--- config.mk ---
export PLATFORM = sky130hd
export DESIGN_NAME = cpu_bus_arbiter_flat
export DESIGN_NICKNAME = d
export VERILOG_FILES = /design/src/rtl/cpu_bus_arbiter_if.sv /design/src/rtl/cpu_bus_arbiter.sv /design/src/flat_wrapper.sv
export SDC_FILE = /design/constraint.sdc
export NUM_CORES = 1
export LEC_CHECK = 0
export CELL_PAD_IN_SITES_DETAIL_PLACEMENT = 0
export CELL_PAD_IN_SITES_GLOBAL_PLACEMENT = 1
export CORE_MARGIN = 3
export CORE_UTILIZATION = 33
export DETAILED_ROUTE_END_ITERATION = 10
export PLACE_DENSITY_LB_ADDON = 0.1
export SLEW_MARGIN = 40
export SYNTH_ARGS = -nofsm -noshare
export SYNTH_HDL_FRONTEND = slang
export SYNTH_SLANG_ARGS = --single-unit
--- constraint.sdc ---
create_clock -name clock -period 4.3 [get_ports clock]
set_input_delay 0.43 -clock clock [delete_from_list [all_inputs] [get_ports clock]]
set_output_delay 0.43 -clock clock [all_outputs]
set_load 0.05 [all_outputs]
--- src/rtl/cpu_bus_arbiter_if.sv ---
// Bundle of the fetch, load/store and memory-side signals of the bus arbiter.
// master: arbiter view; slave: requesters and memory (environment) view.
interface cpu_bus_arbiter_if;
   logic        cpui_request;
   logic [31:0] cpui_addr;
   logic [31:0] cpui_rdata;
   logic        cpui_ack;
   logic        cpud_request;
   logic        cpud_write;
   logic [31:0] cpud_addr;
   logic [31:0] cpud_wdata;
   logic [3:0]  cpud_wmask;
   logic [31:0] cpud_rdata;
   logic        cpud_ack;
   logic        mem_request;
   logic        mem_write;
   logic [31:0] mem_addr;
   logic [31:0] mem_wdata;
   logic [3:0]  mem_wmask;
   logic [31:0] mem_rdata;
   logic        mem_ack;
   logic        bus_error;

   modport master (
      input  cpui_request, cpui_addr,
      output cpui_rdata, cpui_ack,
      input  cpud_request, cpud_write, cpud_addr,
      input  cpud_wdata, cpud_wmask,
      output cpud_rdata, cpud_ack,
      output mem_request, mem_write, mem_addr,
      output mem_wdata, mem_wmask,
      input  mem_rdata, mem_ack,
      output bus_error
   );

   modport slave (
      output cpui_request, cpui_addr,
      input  cpui_rdata, cpui_ack,
      output cpud_request, cpud_write, cpud_addr,
      output cpud_wdata, cpud_wmask,
      input  cpud_rdata, cpud_ack,
      input  mem_request, mem_write, mem_addr,
      input  mem_wdata, mem_wmask,
      output mem_rdata, mem_ack,
      input  bus_error
   );
endinterface

--- src/rtl/cpu_bus_arbiter.sv ---
// Round-robin arbiter sharing one memory port between fetch and load/store.
// One transaction outstanding at a time; optional watchdog ends hung ones.
module cpu_bus_arbiter #(
   parameter int TIMEOUT_CYCLES = 0
) (
   input  logic               clock,
   input  logic               reset,
   cpu_bus_arbiter_if.master  bus
);
   typedef enum logic [1:0] {
      S_IDLE   = 2'd0,
      S_BUSY_I = 2'd1,
      S_BUSY_D = 2'd2
   } state_t;

   state_t      r_state;
   state_t      w_next;
   logic        r_last_d;
   logic [31:0] r_wdog;

   logic        r_pi_valid;
   logic [31:0] r_pi_addr;
   logic        r_pd_valid;
   logic        r_pd_write;
   logic [31:0] r_pd_addr;
   logic [31:0] r_pd_wdata;
   logic [3:0]  r_pd_wmask;

   logic        w_busy;
   logic        w_expire;
   logic        w_end;
   logic        w_can;
   logic        w_err_i;
   logic        w_err_d;
   logic        w_live_i;
   logic        w_live_d;
   logic        w_cand_i;
   logic        w_cand_d;
   logic        w_gnt_i;
   logic        w_gnt_d;
   logic        w_d_write;

   // Arbitration, grant muxing, ack routing and next-state selection
   always_comb begin
      w_busy   = (r_state != S_IDLE);
      w_expire = 1'b0;
      if (TIMEOUT_CYCLES > 0)
         w_expire = !reset && w_busy && !bus.mem_ack
                 && (r_wdog == 32'(TIMEOUT_CYCLES));
      w_end    = !reset && w_busy && (bus.mem_ack || w_expire);
      w_can    = !reset && ((r_state == S_IDLE) || w_end);

      w_err_i  = !reset && bus.cpui_request
              && (r_pi_valid || (r_state == S_BUSY_I && !w_end));
      w_err_d  = !reset && bus.cpud_request
              && (r_pd_valid || (r_state == S_BUSY_D && !w_end));
      w_live_i = !reset && bus.cpui_request && !w_err_i;
      w_live_d = !reset && bus.cpud_request && !w_err_d;
      w_cand_i = r_pi_valid || w_live_i;
      w_cand_d = r_pd_valid || w_live_d;

      // Data wins a tie only when fetch was granted last
      w_gnt_d  = w_can && w_cand_d && (!w_cand_i || !r_last_d);
      w_gnt_i  = w_can && w_cand_i && !w_gnt_d;

      w_d_write       = r_pd_valid ? r_pd_write : bus.cpud_write;
      bus.mem_request = 1'b0;
      bus.mem_write   = 1'b0;
      bus.mem_addr    = 32'h0;
      bus.mem_wdata   = 32'h0;
      bus.mem_wmask   = 4'hF;
      if (w_gnt_i) begin
         bus.mem_request = 1'b1;
         bus.mem_addr    = r_pi_valid ? r_pi_addr : bus.cpui_addr;
      end else if (w_gnt_d) begin
         bus.mem_request = 1'b1;
         bus.mem_write   = w_d_write;
         bus.mem_addr    = r_pd_valid ? r_pd_addr : bus.cpud_addr;
         bus.mem_wdata   = r_pd_valid ? r_pd_wdata : bus.cpud_wdata;
         if (w_d_write)
            bus.mem_wmask = r_pd_valid ? r_pd_wmask : bus.cpud_wmask;
      end

      bus.cpui_ack   = w_end && (r_state == S_BUSY_I);
      bus.cpud_ack   = w_end && (r_state == S_BUSY_D);
      bus.cpui_rdata = bus.mem_ack ? bus.mem_rdata : 32'h0;
      bus.cpud_rdata = bus.mem_ack ? bus.mem_rdata : 32'h0;
      bus.bus_error  = w_err_i || w_err_d || w_expire;

      w_next = r_state;
      if (w_gnt_i)
         w_next = S_BUSY_I;
      else if (w_gnt_d)
         w_next = S_BUSY_D;
      else if (w_end)
         w_next = S_IDLE;
   end

   // State, pending slots, round-robin pointer and watchdog counter
   always_ff @(posedge clock) begin
      if (reset) begin
         r_state    <= S_IDLE;
         r_last_d   <= 1'b0;
         r_wdog     <= 32'h0;
         r_pi_valid <= 1'b0;
         r_pi_addr  <= 32'h0;
         r_pd_valid <= 1'b0;
         r_pd_write <= 1'b0;
         r_pd_addr  <= 32'h0;
         r_pd_wdata <= 32'h0;
         r_pd_wmask <= 4'h0;
      end else begin
         r_state <= w_next;
         if (w_gnt_d)
            r_last_d <= 1'b1;
         else if (w_gnt_i)
            r_last_d <= 1'b0;

         if (bus.mem_request)
            r_wdog <= 32'h1;
         else if (w_busy && !w_end)
            r_wdog <= r_wdog + 32'h1;
         else
            r_wdog <= 32'h0;

         if (w_gnt_i) begin
            r_pi_valid <= 1'b0;
         end else if (w_live_i) begin
            r_pi_valid <= 1'b1;
            r_pi_addr  <= bus.cpui_addr;
         end

         if (w_gnt_d) begin
            r_pd_valid <= 1'b0;
         end else if (w_live_d) begin
            r_pd_valid <= 1'b1;
            r_pd_write <= bus.cpud_write;
            r_pd_addr  <= bus.cpud_addr;
            r_pd_wdata <= bus.cpud_wdata;
            r_pd_wmask <= bus.cpud_wmask;
         end
      end
   end
endmodule

--- src/flat_wrapper.sv ---
// flat-port wrapper written by rule: the top's interface ports become plain ports
module cpu_bus_arbiter_flat 
#(
   parameter int TIMEOUT_CYCLES = 0
)
  (clock, reset, bus_cpui_request, bus_cpui_addr, bus_cpui_rdata, bus_cpui_ack, bus_cpud_request, bus_cpud_write, bus_cpud_addr, bus_cpud_wdata, bus_cpud_wmask, bus_cpud_rdata, bus_cpud_ack, bus_mem_request, bus_mem_write, bus_mem_addr, bus_mem_wdata, bus_mem_wmask, bus_mem_rdata, bus_mem_ack, bus_bus_error);
  cpu_bus_arbiter_if bus_i ();
  input  logic clock;
  input  logic reset;
  input wire logic [$bits(bus_i.cpui_request)-1:0] bus_cpui_request;
  input wire logic [$bits(bus_i.cpui_addr)-1:0] bus_cpui_addr;
  output wire logic [$bits(bus_i.cpui_rdata)-1:0] bus_cpui_rdata;
  output wire logic [$bits(bus_i.cpui_ack)-1:0] bus_cpui_ack;
  input wire logic [$bits(bus_i.cpud_request)-1:0] bus_cpud_request;
  input wire logic [$bits(bus_i.cpud_write)-1:0] bus_cpud_write;
  input wire logic [$bits(bus_i.cpud_addr)-1:0] bus_cpud_addr;
  input wire logic [$bits(bus_i.cpud_wdata)-1:0] bus_cpud_wdata;
  input wire logic [$bits(bus_i.cpud_wmask)-1:0] bus_cpud_wmask;
  output wire logic [$bits(bus_i.cpud_rdata)-1:0] bus_cpud_rdata;
  output wire logic [$bits(bus_i.cpud_ack)-1:0] bus_cpud_ack;
  output wire logic [$bits(bus_i.mem_request)-1:0] bus_mem_request;
  output wire logic [$bits(bus_i.mem_write)-1:0] bus_mem_write;
  output wire logic [$bits(bus_i.mem_addr)-1:0] bus_mem_addr;
  output wire logic [$bits(bus_i.mem_wdata)-1:0] bus_mem_wdata;
  output wire logic [$bits(bus_i.mem_wmask)-1:0] bus_mem_wmask;
  input wire logic [$bits(bus_i.mem_rdata)-1:0] bus_mem_rdata;
  input wire logic [$bits(bus_i.mem_ack)-1:0] bus_mem_ack;
  output wire logic [$bits(bus_i.bus_error)-1:0] bus_bus_error;
  assign bus_i.cpui_request = bus_cpui_request;
  assign bus_i.cpui_addr = bus_cpui_addr;
  assign bus_cpui_rdata = bus_i.cpui_rdata;
  assign bus_cpui_ack = bus_i.cpui_ack;
  assign bus_i.cpud_request = bus_cpud_request;
  assign bus_i.cpud_write = bus_cpud_write;
  assign bus_i.cpud_addr = bus_cpud_addr;
  assign bus_i.cpud_wdata = bus_cpud_wdata;
  assign bus_i.cpud_wmask = bus_cpud_wmask;
  assign bus_cpud_rdata = bus_i.cpud_rdata;
  assign bus_cpud_ack = bus_i.cpud_ack;
  assign bus_mem_request = bus_i.mem_request;
  assign bus_mem_write = bus_i.mem_write;
  assign bus_mem_addr = bus_i.mem_addr;
  assign bus_mem_wdata = bus_i.mem_wdata;
  assign bus_mem_wmask = bus_i.mem_wmask;
  assign bus_i.mem_rdata = bus_mem_rdata;
  assign bus_i.mem_ack = bus_mem_ack;
  assign bus_bus_error = bus_i.bus_error;
  cpu_bus_arbiter #(.TIMEOUT_CYCLES(TIMEOUT_CYCLES)) u_core (.clock(clock), .reset(reset), .bus(bus_i));
endmodule
==> results of run 1 <==
-- flip-flops by register name, indices dropped and copies added, names as in the netlist --
register           cells
u_core.r_pd_valid      1
u_core.r_pd_wmask      4
u_core.r_last_d        1
u_core.r_pd_wdata     32
u_core.r_pi_addr      32
u_core.r_pi_valid      1
u_core.r_pd_addr      32
u_core.r_state         2
u_core.r_pd_write      1
-- where the power goes --
part           internal [W]  switching (W)  total (W)
registers           0.00107      0.0000534    0.00112
clock network      0.000463       0.000399   0.000861
logic              0.000556       0.000635    0.00119
total               0.00208        0.00109    0.00317
-- per-stage QoR --
step / utilization / instances / hold slack, ps / area (um2)
2_1_floorplan: - / 675 / 463.8 / 6196
3_3_place_gp: 0.5218 / 1098 / 474.8 / 9502
3_5_place_dp: 0.5242 / 1100 / 482.6 / 9544
4_1_cts: 0.5410 / 1116 / 493.0 / 9851
5_1_grt: 0.5414 / 1117 / 509.1 / 9858
6_report: 0.5414 / 1117 / 491.0 / 9858
-- synth_stat cells (all sizes together) --
library cell / count / share of area
or2: 1 / 0.0010
nor4b: 4 / 0.0097
o311ai: 1 / 0.0014
o311a: 1 / 0.0016
buf: 64 / 0.068
dfxtp: 106 / 0.34
clkbuf: 29 / 0.018
o211ai: 33 / 0.040
nand2: 39 / 0.024
nor2b: 70 / 0.071
nor3b: 2 / 0.0024
a211oi: 1 / 0.0012
a32o: 1 / 0.0016
o22ai: 35 / 0.035
inv: 2 / 0.0012
nor3: 2 / 0.0016
and2: 32 / 0.032
or3b: 1 / 0.0014
nor4bb: 2 / 0.0032
nand2b: 3 / 0.0030
nor2: 39 / 0.024
a21oi: 4 / 0.0032
o21bai: 1 / 0.0018
o21ai: 3 / 0.0030
mux2i: 96 / 0.16
nand3: 33 / 0.027
o21ba: 1 / 0.0016
mux2: 69 / 0.13
-- worst min-delay path by stage --
stage	end	from	slack [ps]	cells past startpoint
floorplan	u_core.r_pi_addr[0]	u_core.r_pi_addr[0]	460	2
global placement	u_core.r_pi_addr[2]	u_core.r_pi_addr[2]	470	2
detailed placement	u_core.r_pi_addr[2]	u_core.r_pi_addr[2]	480	2
CTS	u_core.r_pi_addr[0]	u_core.r_pi_addr[0]	490	2
global route	u_core.r_pi_addr[20]	u_core.r_pi_addr[20]	510	2
finish	u_core.r_pi_addr[0]	u_core.r_pi_addr[0]	490	2
-- cells by family after synthesis --
| family | synth area share |
|---|---|
| flops | 0.3425 |
| mux | 0.2805 |
| compound gates | 0.09087 |
| buf+inv | 0.08683 |
| simple gates | 0.1993 |
-- cell type report --
class	instances	area [um2]
Clock buffer	9	225.2
Timing Repair Buffer	290	3561
Inverter	2	7.507
Fill cell	1612	8351
Sequential cell	106	2127
Clock inverter	7	81.33
Tap cell	229	286.5
Multi-Input combinational cell	474	3570
-- routing by layer --
| metal | routed length (um) | up-vias |
|---|---|---|
| met3 | 1358 | 21 |
| met2 | 9814 | 190 |
| met5 | 0 | - |
| li1 | - | 2750 |
| met1 | 8486 | 2631 |
| met4 | 316 | 0 |
-- tightest hold or removal path: cells and delay by family, from the launching register on --
| family | cells | cell delay, ps |
|---|---|---|
| simple gates | 1 | 50 |
| compound gates | 1 | 80 |
| flops | 1 | 320 |
==> metrics.txt, run 1 <==
PortBufs 274; Routed wire per std cell 17.88 um; arrival time of the worst setup path 3070 ps; worst skew pair latency 360 ps; CTS root buf clkbuf_16; Setup Fix Bufs, Post-CTS 0; critical path class in -> out; CP startpoint kind primary input; Setup crit end kind primary output; met2 usage 0.3140; Core Rows 49; Tcrit/Tclk final 0.8150; P_leak 3.844 nW; initial antenna violation count 0; YS warnings 0; Hold Crit Class reg -> reg; initial core utilization 0.3403; reg2reg path depth 6; RSZ-0062 raised after global routing false; post-synthesis cell count 675; die area 0.02046 mm2; Seq cells post-synth 106; Top Usage Layer GRT met2; fin worst setup slack 795.4 ps; Worst-Margin Slew 743.3 ps; reg-to-reg critical path endpoint u_core.r_pd_addr[3]; # diodes 0; Layout Skew 10.62 ps; largest net degree at the start of global routing 47; vias 5592; Reg clk slew, reported paths 70 ps; beginning of the critical path bus_mem_ack; Req. time, crit path 3870 ps; worst path cell trace clkdlybuf4s50_1 -> buf_4 -> o21bai_2 -> o211ai_1 -> or2_2 -> buf_12 -> o22ai_1 -> buf_12; met1 Use GR 0.2411; crit-path leading delay family buffers and inverters; Cell Area, Synth 0.006196 mm2; cell mode on critical path buf_12; worst slack at placement 805.3 ps; largest stage delay on the critical path 590 ps; first-pass GRT wire length 30.31 mm; fraction of layout cells with a size suffix above 1 0.1892; CTS tree done; Sum Neg Setup Slack 0 ps; Final setup viols 0; Max Slew Vio Count 0; Tot Pwr 0.003170 W; Iter 0 DRT Violations 173; synthesis-to-finish area growth 59.11%; Seq/Total Area, Yosys 0.3425; CP Max Fanout 46; DP HPWL 14.85 mm; vias in the first global route 5404; Overall Global Routing Usage 0.1875; Post-layout nets 1021; Final Hold Fails 0; Clock Path Buffers 2; Pre-antenna DRT Iters 4; drt drc 0; final wirelength 19.97 mm; Power Density 321.6 mW/mm2; worst setup path endpoint bus_mem_addr[13]; CTS Hold Buffers Added 0; Post-Syn Nets 813; fmax 285.3 MHz; H-tree depth 3; max-cap violations 0; RD Place Congestion 0.8029; cts repair resizes 0; Boundary Pins 275; CP bufs+invs 4; commonest non-fill, non-tap cell in the layout clkdlybuf4s50_1; status finished, final reports clean; Slew headroom 0.5034; die width 143.0 um; global route total overflow 0; CP max stage cell or2_2; VDD IR max 228.6 uV; Final min period 3505 ps; CP Depth 8; Clock Sinks 106; post-route ant nets 0; reg2reg setup slack 1560 ps; synthesized area per cell 9.179 um2; met3 Use GR 0.04956; CTS buffer count 9; Core Area 0.01821 mm2; Worst R2R Start u_core.r_pd_valid; most frequent cells in the layout clkdlybuf4s50_1, dfxtp_1, mux2i_1; Die Ht 143.0 um; vias per cell 5.006; Yosys cell types 33
Note: power is estimated with default switching activity, not from simulation.
==> run 2, diff against run 1 <==
--- a/config.mk
+++ b/config.mk
@@ -8,7 +8,7 @@
 export CELL_PAD_IN_SITES_DETAIL_PLACEMENT = 0
 export CELL_PAD_IN_SITES_GLOBAL_PLACEMENT = 1
 export CORE_MARGIN = 3
-export CORE_UTILIZATION = 33
+export CORE_UTILIZATION = 31
 export DETAILED_ROUTE_END_ITERATION = 10
 export PLACE_DENSITY_LB_ADDON = 0.1
 export SLEW_MARGIN = 40
==> constraint.sdc (replaced) <==
create_clock -name clock -period 3.7 [get_ports clock]
set_input_delay 0.37 -clock clock [delete_from_list [all_inputs] [get_ports clock]]
set_output_delay 0.37 -clock clock [all_outputs]
set_load 0.05 [all_outputs]
==> metrics.txt, run 2 (same netlist as run 1, synthesis figures left out) <==
Comb power frac 0.349; Die Ht 147.4 um; die width 147.4 um; cts repair resizes 0; initial antenna violation count 0; Core Rows 51; fmax 321.8 MHz; part of the power in registers 0.360; CP Max Fanout 46; global route total overflow 0; Worst-Margin Slew 652.0 ps; vias in the first global route 5718; CTS buffer count 9; Routed wire per std cell 18.06 um; Net Sw Frac 0.3414; synthesis-to-finish area growth 51.09%; Max Slew Vio Count 0; Power Density 387.1 mW/mm2; max-cap violations 0; Req. time, crit path 3330 ps; Final Hold Fails 0; worst skew pair latency 350 ps; Top Usage Layer GRT met2; Slew headroom 0.5653; Psw 0.001237 W; initial core utilization 0.3173; arrival time of the worst setup path 2740 ps; Pre-antenna DRT Iters 6; drt drc 0; largest net degree at the start of global routing 66; vias per cell 4.959; CTS Hold Buffers Added 0; fraction of layout cells with a size suffix above 1 0.1932; largest registers u_core.r_pd_addr (32), u_core.r_pd_wdata (32), u_core.r_pi_addr (32); CTS root buf clkbuf_16; CP startpoint kind flip-flop; Tcrit/Tclk final 0.8398; Overall Global Routing Usage 0.1842; post-route ant nets 0; Iter 0 DRT Violations 240; Clock Path Buffers 2; RD Place Congestion 0.7726; vias 5703; Sum Neg Setup Slack 0 ps; VDD IR max 235.8 uV; Post-layout nets 1018; RSZ-0062 raised after global routing false; critical path class reg -> out; Cell Int Power 0.002387 W; Core Area 0.01953 mm2; Layout Skew 7.961 ps; status finished, final reports clean; met3 Use GR 0.03709; commonest non-fill, non-tap cell in the layout clkdlybuf4s50_1; CTS tree done; Fillers 1826; most frequent cells in the layout clkdlybuf4s50_1, dfxtp_1, mux2i_1; first-pass GRT wire length 31.96 mm; PortBufs 274; H-tree depth 3; Util after Layout 0.4794; met1 Use GR 0.2081; Clk network pwr share 0.291; Reg clk slew, reported paths 70 ps; Boundary Pins 275; DP HPWL 15.23 mm; hold_ws 443.6 ps; final wirelength 20.77 mm; P_leak 3.712 nW; # diodes 0; Clock Sinks 106; Setup crit end kind primary output; Final min period 3107 ps; die area 0.02172 mm2; met2 usage 0.3431; Hold Crit Class in -> reg; Setup Fix Bufs, Post-CTS 0; Final setup viols 0
run 2: metrics by stage:
stage	setup slack (ps)	cells	area [um2]	total power, W
after floorplan	845.0	675	6196	0.002111
after global placement	769.3	1134	9041	0.002586
after detailed placement	658.9	1134	9041	0.002604
after CTS	569.1	1150	9361	0.003680
after global routing	419.7	1150	9361	0.003801
final	592.8	1150	9361	0.003624
run 2: final cells by class:
| cell class | instances | area [um2] | area share |
|---|---|---|---|
| repair buffers | 287 | 3005 | 0.3210 |
| flip-flops and latches | 106 | 2127 | 0.2272 |
| well taps | 265 | 331.6 | 0.03542 |
| clock inverters | 5 | 87.58 | 0.009356 |
| clock buffers | 11 | 232.7 | 0.02486 |
| inverters | 2 | 7.507 | 0.0008019 |
| multi-input cells | 474 | 3570 | 0.3813 |
run 2: worst paths after layout:
kind	endpoint	cells after the start	from	slack [ps]
min	u_core.r_state[0]	2	reset	440
max reg2reg	u_core.r_pi_addr[18]	6	u_core.r_pi_valid	1100
min reg2reg	u_core.r_pi_addr[29]	2	u_core.r_pi_addr[29]	490
max	bus_mem_addr[24]	6	u_core.r_pi_valid	590
run 2: power groups by stage:
stage	clock, W	sequential (W)	combinational (W)
after floorplan	0	0.00130	0.000814
after global placement	0	0.00132	0.00126
after detailed placement	0	0.00133	0.00127
after CTS	0.00110	0.00130	0.00128
after global routing	0.00115	0.00132	0.00133
final	0.00106	0.00130	0.00126
run 2: routing by layer:
metal,up-vias,wire length (um)
met5,-,0
met3,28,1210
met1,2727,8380
met2,200,10650
met4,0,524
li1,2748,-
run 2: worst max-delay path: stages (launching register included):
cell,delay (ps)
dfxtp_2,650
nor2_1,120
nor4b_2,480
or2_2,210
buf_4,480
o22ai_1,250
buf_12,200
==> run 3, diff against run 2 <==
--- a/config.mk
+++ b/config.mk
@@ -8,7 +8,7 @@
 export CELL_PAD_IN_SITES_DETAIL_PLACEMENT = 0
 export CELL_PAD_IN_SITES_GLOBAL_PLACEMENT = 1
 export CORE_MARGIN = 3
-export CORE_UTILIZATION = 31
+export CORE_UTILIZATION = 28
 export DETAILED_ROUTE_END_ITERATION = 10
 export PLACE_DENSITY_LB_ADDON = 0.1
 export SLEW_MARGIN = 40
==> constraint.sdc (replaced) <==
create_clock -name clock -period 2.6 [get_ports clock]
set_input_delay 0.26 -clock clock [delete_from_list [all_inputs] [get_ports clock]]
set_output_delay 0.26 -clock clock [all_outputs]
set_load 0.05 [all_outputs]
==> metrics.txt, run 3 (same netlist as run 1, synthesis figures left out) <==
Req. time, crit path 2340 ps; Hold Crit Class in -> reg; vias per cell 4.865; Final min period 2513 ps; drt drc 0; die width 154.8 um; Placed Cells incl. Taps 1151; most frequent cells in the layout buf_12, clkdlybuf4s50_1, dfxtp_1; worst skew pair latency 350 ps; H-tree depth 3; placed cell area 0.01033 mm2; Setup crit end kind primary output; worst path cell trace nor4b_2 -> nor4b_2 -> or2_2 -> buf_12 -> o22ai_1 -> buf_12; Fillers 1911; CTS Hold Buffers Added 0; Multi-input gate area 0.003595 mm2; Clock Sinks 106; reg2reg path depth 6; CP max stage cell dfxtp_1; Layout Skew 9.784 ps; CTS tree done; Core Area 0.02135 mm2; Routed wire per std cell 18.51 um; first-pass GRT wire length 33.49 mm; die area 0.02395 mm2; commonest non-fill, non-tap cell in the layout buf_12; vias 5682; CP startpoint kind flip-flop; fraction of layout cells with a size suffix above 1 0.2780; Setup Fix Bufs, Post-CTS 0; initial core utilization 0.2902; cts repair resizes 0; max-cap violations 0; synthesis-to-finish area growth 71.69%; worst slack at placement 126.6 ps; Reg area 0.002127 mm2; fin worst setup slack 86.99 ps; Tcrit/Tclk final 0.9665; CP Depth 6; largest stage delay on the critical path 480 ps; Tot Pwr 0.005320 W; fin cells 1168; RSZ-0062 raised after global routing true; Iter 0 DRT Violations 230; crit-path leading delay family simple AND/OR/NAND/NOR gates; CTS root buf clkbuf_16; hold_ws 256.0 ps; Overall Global Routing Usage 0.1750; Final setup viols 0; Final Hold Fails 0; vias in the first global route 5885; post-route ant nets 0; fmax 397.9 MHz; critical path class reg -> out; CP bufs+invs 2; Max Slew Vio Count 0; Power Density 500.1 mW/mm2; Core Rows 53; P_leak 4.198 nW; Die Ht 154.8 um; Worst-Margin Slew 710.1 ps; final wirelength 21.62 mm; Boundary Pins 275; global route total overflow 0; initial antenna violation count 1; DP HPWL 16.36 mm; CTS buffer count 9; Post-layout nets 1025; RD Place Congestion 0.8228; status finished, final reports clean; hold path depth 2; Pre-antenna DRT Iters 4; final instance area 0.01064 mm2; Slew headroom 0.5246; CP Max Fanout 46; VDD IR max 324.1 uV; largest net degree at the start of global routing 52; Reg clk slew, reported paths 80 ps; arrival time of the worst setup path 2250 ps; largest registers u_core.r_pd_addr (32), u_core.r_pd_wdata (32), u_core.r_pi_addr (32); PortBufs 274; Clock Path Buffers 2
## run 3: cell types whose count changed in the layout (fill, tap and decap cells not counted), sizes merged
cell           previous run  this run
buf                      87       158
bufinv                    2         0
clkbuf                   11        10
clkdlybuf4s50           200       136
clkinvlp                  1         2
diode                     0         1
inv                       3         5
## run 3: metrics by stage
stage          TNS (ps)    util
6_report              0  0.4982
5_1_grt          -132.9  0.4982
3_3_place_gp          0  0.4839
2_1_floorplan    -70.02       -
3_5_place_dp          0  0.4839
4_1_cts               0  0.4969
## run 3: area by class of cell
cell class,instances,share of cell area
Clock inverter,6,0.004587
Sequential cell,106,0.2000
Clock buffer,10,0.02152
Inverter,2,0.0007057
Timing Repair Buffer,294,0.4027
Multi-Input combinational cell,474,0.3379
Antenna cell,1,0.0002352
Tap cell,275,0.03235
## run 3: final timing paths
kind / startpoint / end / slack (ps)
worst max register to register: u_core.r_pi_valid / u_core.r_pi_addr[3] / 600
worst min register to register: u_core.r_pi_addr[27] / u_core.r_pi_addr[27] / 490
worst max-delay path: u_core.r_state[1] / bus_mem_addr[17] / 90
worst min-delay path: reset / u_core.r_pi_valid / 260
## run 3: per-layer routing
layer  wire [um]  up-vias  part of all wire  GRT usage
met5           0        -                 0          0
met2       10900      192              0.50     0.3103
met1        9061     2704              0.42     0.2152
met3        1226       24             0.057    0.03302
met4         434        0             0.020    0.05214
li1            -     2762                 -          -
## run 3: where the power goes
group,total (W),internal [W],switching (W)
combinational,0.00216,0.00105,0.00111
sequential,0.00184,0.00176,0.0000747
clock,0.00132,0.000664,0.000659
total,0.00532,0.00347,0.00185
